**src/rtl/mem_access_ctrl_pkg.sv**
```systemverilog
`default_nettype none
// ============================================================================
//  Module      : mem_access_ctrl_pkg
//  Description : Shared state encodings and constants for the memory access
//                controller that sits in front of the data RAM/cache.
//  Revision    : 1.0 - initial release
// ============================================================================
package mem_access_ctrl_pkg;

  // Controller states.
  typedef enum logic [2:0] {
    MAC_IDLE     = 3'd0,
    MAC_RD_PROBE = 3'd1,
    MAC_RD_WAIT  = 3'd2,
    MAC_WR_WAIT  = 3'd3,
    MAC_DONE     = 3'd4
  } mac_state_t;

  // Miss/write penalty; must match the RAM's own wait threshold.
  localparam int MAC_WAIT_CYCLES = 200;

  localparam logic        CHIP_ENABLE   = 1'b1;
  localparam logic        CHIP_DISABLE  = 1'b0;
  localparam logic        WRITE_ENABLE  = 1'b1;
  localparam logic        WRITE_DISABLE = 1'b0;
  localparam logic [31:0] ZERO_WORD     = 32'h0000_0000;

endpackage
`default_nettype wire

```
**src/rtl/mem_access_ctrl_wait_cnt.sv**
```systemverilog
`default_nettype none
// ============================================================================
//  Module      : mac_wait_cnt
//  Description : Clear/increment wait counter with a saturating at_limit flag.
//                The count never passes LIMIT, so it can not wrap.
//  Revision    : 1.0 - initial release
// ============================================================================
module mac_wait_cnt
  import mem_access_ctrl_pkg::*;
#(
  parameter int CNT_W = 32,
  parameter int LIMIT = MAC_WAIT_CYCLES
) (
  input  logic             clk,
  input  logic             rst,
  input  logic             clr,
  input  logic             inc,
  output logic [CNT_W-1:0] count,
  output logic             at_limit
);

  localparam logic [CNT_W-1:0] LIMIT_VAL = CNT_W'(LIMIT);
  localparam logic [CNT_W-1:0] ONE       = {{(CNT_W-1){1'b0}}, 1'b1};

  assign at_limit = (count == LIMIT_VAL);

  // Counter register: clear wins over increment, increment holds at the limit.
  always_ff @(posedge clk) begin
    if (rst || clr) begin
      count <= '0;
    end else if (inc && !at_limit) begin
      count <= count + ONE;
    end
  end

endmodule
`default_nettype wire

```
**src/rtl/mem_access_ctrl.sv**
```systemverilog
`default_nettype none
// ============================================================================
//  Module      : mem_access_ctrl
//  Description : Sequences one load/store from the MEM stage into the data
//                RAM/cache, generating the wait count the RAM compares against
//                its penalty and stalling the pipeline for the whole access.
//                Optional macro MEM_ACC_STAT_EN adds hit/miss statistics ports.
//  Revision    : 1.0 - initial release
// ============================================================================
module mem_access_ctrl
  import mem_access_ctrl_pkg::*;
#(
  parameter int WAIT_CYCLES = MAC_WAIT_CYCLES,
  parameter int CNT_W       = 32
) (
  input  logic             clk,
  input  logic             rst,
  input  logic             mem_req_i,
  input  logic             mem_we_i,
  input  logic [31:0]      mem_addr_i,
  input  logic [3:0]       mem_sel_i,
  input  logic [31:0]      mem_data_i,
  output logic [31:0]      mem_data_o,
  output logic             stallreq_o,
  output logic             ram_ce_o,
  output logic             ram_we_o,
  output logic [31:0]      ram_addr_o,
  output logic [3:0]       ram_sel_o,
  output logic [31:0]      ram_data_o,
  output logic [CNT_W-1:0] ram_cnt_o,
  input  logic             ram_hit_i,
  input  logic [31:0]      ram_data_i
`ifdef MEM_ACC_STAT_EN
  ,
  output logic [31:0]      hit_cnt_o,
  output logic [31:0]      miss_cnt_o
`endif
);

  mac_state_t       state, state_next;
  logic             req_we;
  logic [31:0]      req_addr;
  logic [3:0]       req_sel;
  logic [31:0]      req_data;
  logic             latch_req;
  logic             capture;
  logic             refill;
  logic             cnt_clr;
  logic             cnt_inc;
  logic [CNT_W-1:0] cnt_q;
  logic             cnt_at_limit;

  mac_wait_cnt #(
    .CNT_W (CNT_W),
    .LIMIT (WAIT_CYCLES)
  ) u_wait_cnt (
    .clk      (clk),
    .rst      (rst),
    .clr      (cnt_clr),
    .inc      (cnt_inc),
    .count    (cnt_q),
    .at_limit (cnt_at_limit)
  );

  // State register plus the latched request and returned load data.
  always_ff @(posedge clk) begin
    if (rst) begin
      state      <= MAC_IDLE;
      req_we     <= WRITE_DISABLE;
      req_addr   <= ZERO_WORD;
      req_sel    <= 4'h0;
      req_data   <= ZERO_WORD;
      mem_data_o <= ZERO_WORD;
    end else begin
      state <= state_next;
      if (latch_req) begin
        req_we   <= mem_we_i;
        req_addr <= mem_addr_i;
        req_sel  <= mem_sel_i;
        req_data <= mem_data_i;
      end
      if (capture) begin
        mem_data_o <= ram_data_i;
      end
    end
  end

  // Next-state and RAM control. A hit seen in RD_PROBE is deliberately
  // ignored: right after a refill it carries stale data.
  always_comb begin
    state_next = state;
    latch_req  = 1'b0;
    capture    = 1'b0;
    refill     = 1'b0;
    cnt_clr    = 1'b0;
    cnt_inc    = 1'b0;
    ram_ce_o   = CHIP_DISABLE;
    ram_we_o   = WRITE_DISABLE;
    ram_cnt_o  = '0;
    case (state)
      MAC_IDLE: begin
        if (mem_req_i) begin
          latch_req  = 1'b1;
          cnt_clr    = 1'b1;
          state_next = mem_we_i ? MAC_WR_WAIT : MAC_RD_PROBE;
        end
      end
      MAC_RD_PROBE: begin
        ram_ce_o   = CHIP_ENABLE;
        cnt_inc    = 1'b1;          // count is zero here, so RD_WAIT starts at 1
        state_next = MAC_RD_WAIT;
      end
      MAC_RD_WAIT: begin
        ram_ce_o  = CHIP_ENABLE;
        ram_cnt_o = cnt_q;
        if (ram_hit_i) begin
          capture    = 1'b1;
          state_next = MAC_DONE;
        end else if (cnt_at_limit) begin
          refill     = 1'b1;
          cnt_clr    = 1'b1;
          state_next = MAC_RD_PROBE;
        end else begin
          cnt_inc = 1'b1;
        end
      end
      MAC_WR_WAIT: begin
        ram_ce_o  = CHIP_ENABLE;
        ram_we_o  = WRITE_ENABLE;
        ram_cnt_o = cnt_q;
        if (cnt_at_limit) begin
          state_next = MAC_DONE;
        end else begin
          cnt_inc = 1'b1;
        end
      end
      MAC_DONE: begin
        state_next = MAC_IDLE;
      end
      default: begin
        state_next = MAC_IDLE;
      end
    endcase
  end

  // Busy from the request cycle until DONE, even if the request is flushed.
  assign stallreq_o = (state != MAC_DONE) && (mem_req_i || (state != MAC_IDLE));
  assign ram_addr_o = req_addr;
  assign ram_sel_o  = req_sel;
  assign ram_data_o = req_data;

`ifdef MEM_ACC_STAT_EN
  logic refilled;

  // Hit/miss statistics; only a load that hits without any refill is a hit.
  always_ff @(posedge clk) begin
    if (rst) begin
      hit_cnt_o  <= 32'h0;
      miss_cnt_o <= 32'h0;
      refilled   <= 1'b0;
    end else begin
      if (latch_req) begin
        refilled <= 1'b0;
      end
      if (refill) begin
        refilled   <= 1'b1;
        miss_cnt_o <= miss_cnt_o + 32'h1;
      end
      if (capture && !refilled) begin
        hit_cnt_o <= hit_cnt_o + 32'h1;
      end
    end
  end
`else
  // Write direction is carried to the RAM via state; the latched copy is
  // kept for visibility only.
  logic unused_req_we;
  assign unused_req_we = req_we;
`endif

endmodule
`default_nettype wire

```
**config.mk**
```make
export PLATFORM = sky130hd
export DESIGN_NAME = mem_access_ctrl
export DESIGN_NICKNAME = d
export VERILOG_FILES = /design/src/rtl/mem_access_ctrl_pkg.sv /design/src/rtl/mem_access_ctrl_wait_cnt.sv /design/src/rtl/mem_access_ctrl.sv
export SDC_FILE = /design/constraint.sdc
export NUM_CORES = 1
export LEC_CHECK = 0
export ABC_AREA = 1
export CAP_MARGIN = 20
export CORE_AREA = 2 2 137 139
export CTS_BUF_LIST = sky130_fd_sc_hd__clkbuf_2 sky130_fd_sc_hd__clkbuf_4 sky130_fd_sc_hd__clkbuf_8
export DETAILED_ROUTE_END_ITERATION = 10
export DIE_AREA = 0 0 139 141
export GPL_ROUTABILITY_DRIVEN = 0
export PLACE_DENSITY = 0.66
export SYNTH_ARGS = -nofsm -noshare
export SYNTH_HDL_FRONTEND = slang
export SYNTH_SLANG_ARGS = --single-unit
```
**constraint.sdc**
```tcl
create_clock -name clk -period 1.7 [get_ports clk]
set_input_delay 0.51 -clock clk [delete_from_list [all_inputs] [get_ports clk]]
set_output_delay 0.51 -clock clk [all_outputs]
set_load 0.005 [all_outputs]
```
Word-level counts from Yosys, hierarchy flattened
Index checks and enable logic that the tools add are counted.
{"block": "totals", "ff_bits": 135, "output_inout_bits": 135, "in_bits": 105, "wordCells": 44}
{"block": "op_classes", "n_eq_ne": 8, "n_mux": 19, "add_sub_neg": 1, "n_reduce_logical": 10}
{"op": "$add A32 B1 Y32 const B", "n": 1}
{"op": "$eq A32 B8 Y1 const B", "n": 1}
{"op": "$mux W32", "n": 1}
{"op": "$mux W3", "n": 4}
{"op": "$pmux W3 S4", "n": 1}
{"op": "$mux W1", "n": 10}
{"op": "$eq A3 B2 Y1 const B", "n": 2}
{"op": "$eq A3 B1 Y1 const B", "n": 1}
{"op": "$logic_not A3 Y1", "n": 1}
{"op": "$ne A3 B2 Y1 const B", "n": 1}
{"op": "$ne A3 B3 Y1 const B", "n": 1}
{"op": "$pmux W1 S3", "n": 1}
{"op": "$reduce_and A3 Y1", "n": 1}
{"op": "$reduce_bool A3 Y1", "n": 1}
{"op": "$reduce_or A3 Y1", "n": 1}
{"op": "$logic_and A1 B1 Y1", "n": 2}
{"op": "$logic_or A1 B1 Y1", "n": 2}
{"op": "$mux W2", "n": 1}
{"op": "$ne A2 B1 Y1 const B", "n": 1}
{"op": "$ne A2 B2 Y1 const B", "n": 1}
{"op": "$pmux W1 S2", "n": 1}
{"op": "$reduce_or A2 Y1", "n": 1}
{"op": "$logic_not A1 Y1", "n": 1}

Logic depth before layout (Yosys ltp)
{"block": "logic_depth", "depth_word": 5, "ltp_mapped": 12, "mapped_depth_nobuf": 11}

Modules after synthesis
From an unflattened synthesis, not the netlist that was laid out.
{"block": "hier_totals", "cells_unflattened": 995, "hier_area_um2": 6633.9}
{"module": "mem_access_ctrl", "seq_area_each_um2": 2062.0, "cells_per_inst": 562, "instances": 1, "area_each_um2": 4257.8}
{"module": "mac_wait_cnt", "seq_area_each_um2": 640.6, "cells_per_inst": 433, "instances": 1, "area_each_um2": 2376.0}

Least setup slack after synthesis
Ideal clock, no wire load.
{"block": "synth_path", "path_kind": "reg-to-reg", "startpoint": "reg u_wait_cnt.count[0]", "endpoint": "reg u_wait_cnt.count[6]", "arrival_time_ns": 1.464, "slack_ns": 0.120, "stages_incl_launch_ff": 12, "period_less_slack_ns": 1.580, "n_path_buf": 2, "setup_ns": 0.116, "required_ns": 1.584, "path_cell_list": "dfxtp_1 > buf_4 > inv_2 > ha_1 > nand3_1 > nor2_1 > nand2_2 > nor2_4 > nand2_2 > nand3_2 > buf_4 > a21oi_1"}
{"block": "synth_via", "elab_chain_len": 5, "elab_cells_between_ends": 11, "classes_between": "add/sub: 1; eq/ne: 1; mux: 6; reduce/logical: 3"}
{"item": "start: declaration", "line_no": "mem_access_ctrl_wait_cnt.sv:18", "source": "output logic [CNT_W-1:0] count,"}
{"item": "start signal: assignment", "line_no": "mem_access_ctrl_wait_cnt.sv:32", "source": "count <= count + ONE;"}
{"item": "branches (longest 5 deep; another with $add A32 B1 Y32)"}
Parallel ways; which one is timed is not known.
A chain may end at the register's enable or synchronous reset.

Final worst setup path
{"block": "layout_path", "startpoint": "reg state[2]", "endpoint": "out ram_cnt_o[15]"}
{"block": "layout_via", "elab_chain_len": 3, "elab_cells_between_ends": 4, "classes_between": "eq/ne: 2; mux: 1; reduce/logical: 1"}
{"item": "start: declaration", "line_no": "mem_access_ctrl.sv:40", "source": "mac_state_t state, state_next;"}
{"item": "start signal: assignment", "line_no": "mem_access_ctrl.sv:75", "source": "state <= state_next;"}
{"item": "$eq A3 B2 Y1", "line_no": "mem_access_ctrl.sv:100", "source": "case (state)"}
{"item": "$reduce_or A2 Y1 (no line) *"}
{"item": "$mux W32 *", "line_no": "mem_access_ctrl.sv:100"}
{"item": "end: declaration", "line_no": "mem_access_ctrl.sv:30", "source": "output logic [CNT_W-1:0] ram_cnt_o,"}
Every way passes the cells marked *; elsewhere a longest branch is shown, timed or not.

==> results by stage <==
Power and ir drop:
- The sequential group share of total power is 43.8%.
- The static leakage power is 0.00444 uW.
- The internal portion of the total power is 5640 uW.
- The share of total power dissipated in combinational logic is 22.4%.
- The total power divided by cell area is 820 nW/um2.
- Net switching is 30.8% of the power.
- The share of total power in the clock network is 33.7%.
- Summed over all nets, the switching power comes to 2510 uW.
- The design draws 8150 uW.
- VDD sags by at most 0.532 mV.

Yosys:
- In the synthesized netlist the async set-or-reset flop fraction comes to 0%.
- The share of the Yosys chip area taken by registers is 43.1%.
- Synthesis instantiated 23 different standard cells from the library.
- The cell count after synthesis came out at 946.
- Yosys printed 0 warnings.
- The average cell area after synthesis is 6.62 um2.
- The number of synthesized flops with an enable pin is 0.
- The number of nets produced by synthesis is 1053.
- The synthesized cell area is 6260 um2.
- For this run, the leading register cell type out of synthesis is dfxtp_1.
- The count of state elements after synthesis is 135.

CTS:
- The clock insertion delay at the later pin of the skew report is 0.45 ns.
- The maximum count of clock buffers along a single path is 2.
- The H-tree depth is 4.
- TritonCTS built the clock tree.
- The tree is rooted in a clkbuf_8.
- The CTS buffer count is 17.
- The register clock-pin slew on the reported worst setup and hold paths is 0.09 ns.
- The number of clock sinks seen by CTS is 135.

Floorplan:
- The boundary pin count is 240.
- The floorplan step set the die height to 141 um.
- The die is 139 um wide.
- The die area is 19600 um2.
- The initial utilization of the core area, before any placement, comes to 34.3%.
- The core region is 18300 um2.
- The number of standard-cell rows in the floorplan is 50.

Routing:
- The number of nets with antenna violations after routing is 0.
- In this run, the number of DRC markers left after iteration 0 of detailed routing was 366.
- Summed over all nets, wire length on met2 after detailed routing comes to 10.1 mm.
- The highest routed metal layer is met5.
- The routed via count is 6936.
- Wires add up to 21.2 mm.
- Before antenna repair, the detailed router went through 5 iterations.
- Dividing the detail-routed wire length by the instance count gives 14.2 um.
- In the routed design, unresolved DRC markers number 0.
- The total met3 wirelength after detailed routing is 1.73 mm.
- The routed metal-1 wire length is 8.91 mm.
- After detailed routing, the number of vias per cell comes to 4.66.

STA:
- The post-route fraction of the period consumed by the critical path is 109%.
- Once routing completed, OpenROAD measured the worst setup slack at -0.161 ns.
- For the pin with the worst max-slew slack, the measured transition is 0.273 ns.
- Hold timing on the final database bottoms out at a slack of 0.500 ns.
- The worst slew margin relative to its limit is 81.8%.
- Based on the critical path, the design can be clocked at up to 537 MHz.
- Setup repair after global routing could not meet its margin everywhere.
- The setup total negative slack is -4.93 ns.
- The max-slew violation total from the final report is 0.
- The final-report hold violation count is 0.
- Across the routed clock network, the largest skew measured is 0.0153 ns.
- Counting I/O delays and the setup requirement, the final critical path takes 1.86 ns.
- Setup violations remaining at the end of the flow were counted as 35.

Run status:
- The run finished, with violations left.
- The checks that failed: negative setup slack.

Cells and area:
- In the final layout, the multi-input gates occupy 3340 um2.
- Measured on the finished design, the core utilization comes to 54.4%.
- Relative to the synthesized area, the layout overhead comes to 58.6%.
- At the end of the flow, the number of nets in the layout was 1350.
- The fraction of final layout cells with drive strength greater than 1 is 21.1%.
- The sequential cells in the finished layout cover a total of 2740 um2.
- The number of inserted diodes is 0.
- Counting the fill cells in the layout gives 1826.

Global route:
- The global-route wire length before repair is 34.1 mm.
- The via count of the first global-routing pass was 6875.
- Entering global routing, the biggest net connects 69 pins.
- The total global routing track utilization is 21.5%.
- After global routing the overflow that remains totals 0.
- The number of antenna violations at the first check in global routing is 1.

Setup path:
- The delay of the slowest cell on the worst path is 0.37 ns.
- STA puts the critical path data arrival time at 1.35 ns.
- Together, buffers and inverters on the worst path number 3.
- The worst setup path is of the flop to output pin kind.
- Among all stages on the critical path, the largest delay is contributed by dfxtp_2.
- The critical path goes through clkinv_4 -> nand2_8 -> buf_16 -> nor2_4 -> buf_2.
- The endpoint class of the critical path is an output pin.
- The largest delay contributor family on the critical path is flip-flops.
- The required time at the endpoint of the critical path is 1.19 ns.
- The kind of start point of the critical path is a flop.
- The maximum fanout encountered on the critical timing path is 8.

Place:
- At the placement stage, the worst setup path has a slack of -0.649 ns.
- The HPWL after detailed placement is 15.5 mm.
- The count of buffers added on input and output ports is 239.

Worst hold path:
- The worst hold-check path type is flop to flop.

Job:
- The count of max-cap constraint violations is 0.
-- state kept, by name, indices dropped and copies added (netlist names) --
name / flops
mem_data_o: 32
ram_addr_o: 32
ram_data_o: 32
ram_sel_o: 4
state: 3
u_wait_cnt.count: 32
-- worst paths after layout --
path	startpoint	cells past startpoint	slack, ns	to
worst max-delay path	state[2]$_SDFFE_PP0P_	5	-0.16	ram_cnt_o[15]
worst min register to register	u_wait_cnt.count[0]$_SDFFE_PP0P_	2	0.50	u_wait_cnt.count[0]$_SDFFE_PP0P_
worst min-delay path	u_wait_cnt.count[0]$_SDFFE_PP0P_	2	0.50	u_wait_cnt.count[0]$_SDFFE_PP0P_
worst max register to register	state[1]$_SDFFE_PP0P_	10	0.02	u_wait_cnt.count[30]$_SDFFE_PP0P_
-- cell usage in the layout (no fill, tap or decap), types with 4 or more instances in the layout --
| cell | synthesis | routed |
|---|---|---|
| buf_4 | 4 | 63 |
| dfxtp_2 | 0 | 26 |
| dlygate4sd2_1 | 0 | 101 |
| clkbuf_8 | 0 | 18 |
| buf_12 | 0 | 12 |
| nand3_1 | 44 | 44 |
| a21oi_1 | 17 | 15 |
| xor2_1 | 7 | 7 |
| buf_2 | 10 | 33 |
| inv_6 | 0 | 6 |
| nand4_1 | 6 | 6 |
| nand2_2 | 5 | 6 |
| nand2_4 | 2 | 4 |
| nor2_4 | 3 | 15 |
| inv_2 | 6 | 7 |
| inv_1 | 46 | 44 |
| inv_8 | 0 | 4 |
| nand2_1 | 185 | 182 |
| clkdlybuf4s50_1 | 0 | 103 |
| a21oi_2 | 19 | 20 |
| buf_6 | 6 | 5 |
| nor2_1 | 308 | 273 |
| nor2_2 | 5 | 28 |
| dfxtp_1 | 135 | 108 |
| o21ai_0 | 108 | 107 |
-- what timing repair did --
action                     4_1_cts  5_1_grt
cloned                           1        3
setup endpoints to repair      139       67
hold buffers                     0        0
setup buffers                    3        1
pin swaps                        2        7
gates resized for setup        283       58
-- metrics by stage --
stage / instance area (um2) / std cells
floorplan: 6260 / 946
global placement: 9430 / 1450
detailed placement: 9430 / 1450
CTS: 9740 / 1486
global route: 9930 / 1490
finish: 9930 / 1490
-- power by group through the flow --
stage                     Combinational, uW  Sequential, uW  Clock [uW]
after floorplan                         665            3650           0
after global placement                 1840            3620           0
after detailed placement               1850            3630           0
after CTS                              1750            3570        2830
after global routing                   2000            3610        2970
final                                  1830            3570        2750
-- cells by family (layout without fill, tap and decap cells) --
group,count (synthesis),after routing,share of synthesized area [%]
AOI/OAI and AO/OA,144,144,12.6
DFF,135,135,43.1
xor gates and xnor gates,7,7,0.979
buffers and inverters,98,407,7.03
and+or+nand+nor,560,561,35.8
adders and majority gates,2,2,0.399
-- metal layers --
metal  up-vias  global-route usage [%]
met5         -                       0
met1      3120                    25.9
met3        29                    7.57
met4         2                    8.29
li1       3576                       -
met2       209                    35.3
-- synthesized netlist by cell type, types with 6 or more instances --
library cell	instances	share of area (%)
nand3_1	44	3.5
buf_2	10	0.80
inv_1	46	2.8
nand4_1	6	0.60
clkbuf_1	22	1.3
inv_2	6	0.36
dfxtp_1	135	43
buf_6	6	1.1
nor2_1	308	18
nand2_1	185	11
a21oi_2	19	2.7
a21oi_1	17	1.4
xor2_1	7	0.98
o21ai_0	108	8.6
-- worst register-to-register path: stages (launching register included) --
cell and delay, ns:
dfxtp_4 0.42, nand2_4 0.11, clkbuf_16 0.17, buf_4 0.14, a21oi_4 0.12, a21oi_2 0.06
buf_4 0.14, nor2_4 0.11, buf_12 0.16, nand2_1 0.08, a21oi_2 0.11
-- cell type report --
cell class,instances,area share [%]
clock buffers,18,2.49
clock inverters,14,1.52
inverters,52,2.02
multi-input cells,714,33.6
flip-flops and latches,135,27.6
well taps,234,2.95
repair buffers,323,29.8
No activity file was read; power rests on OpenSTA's default activity.
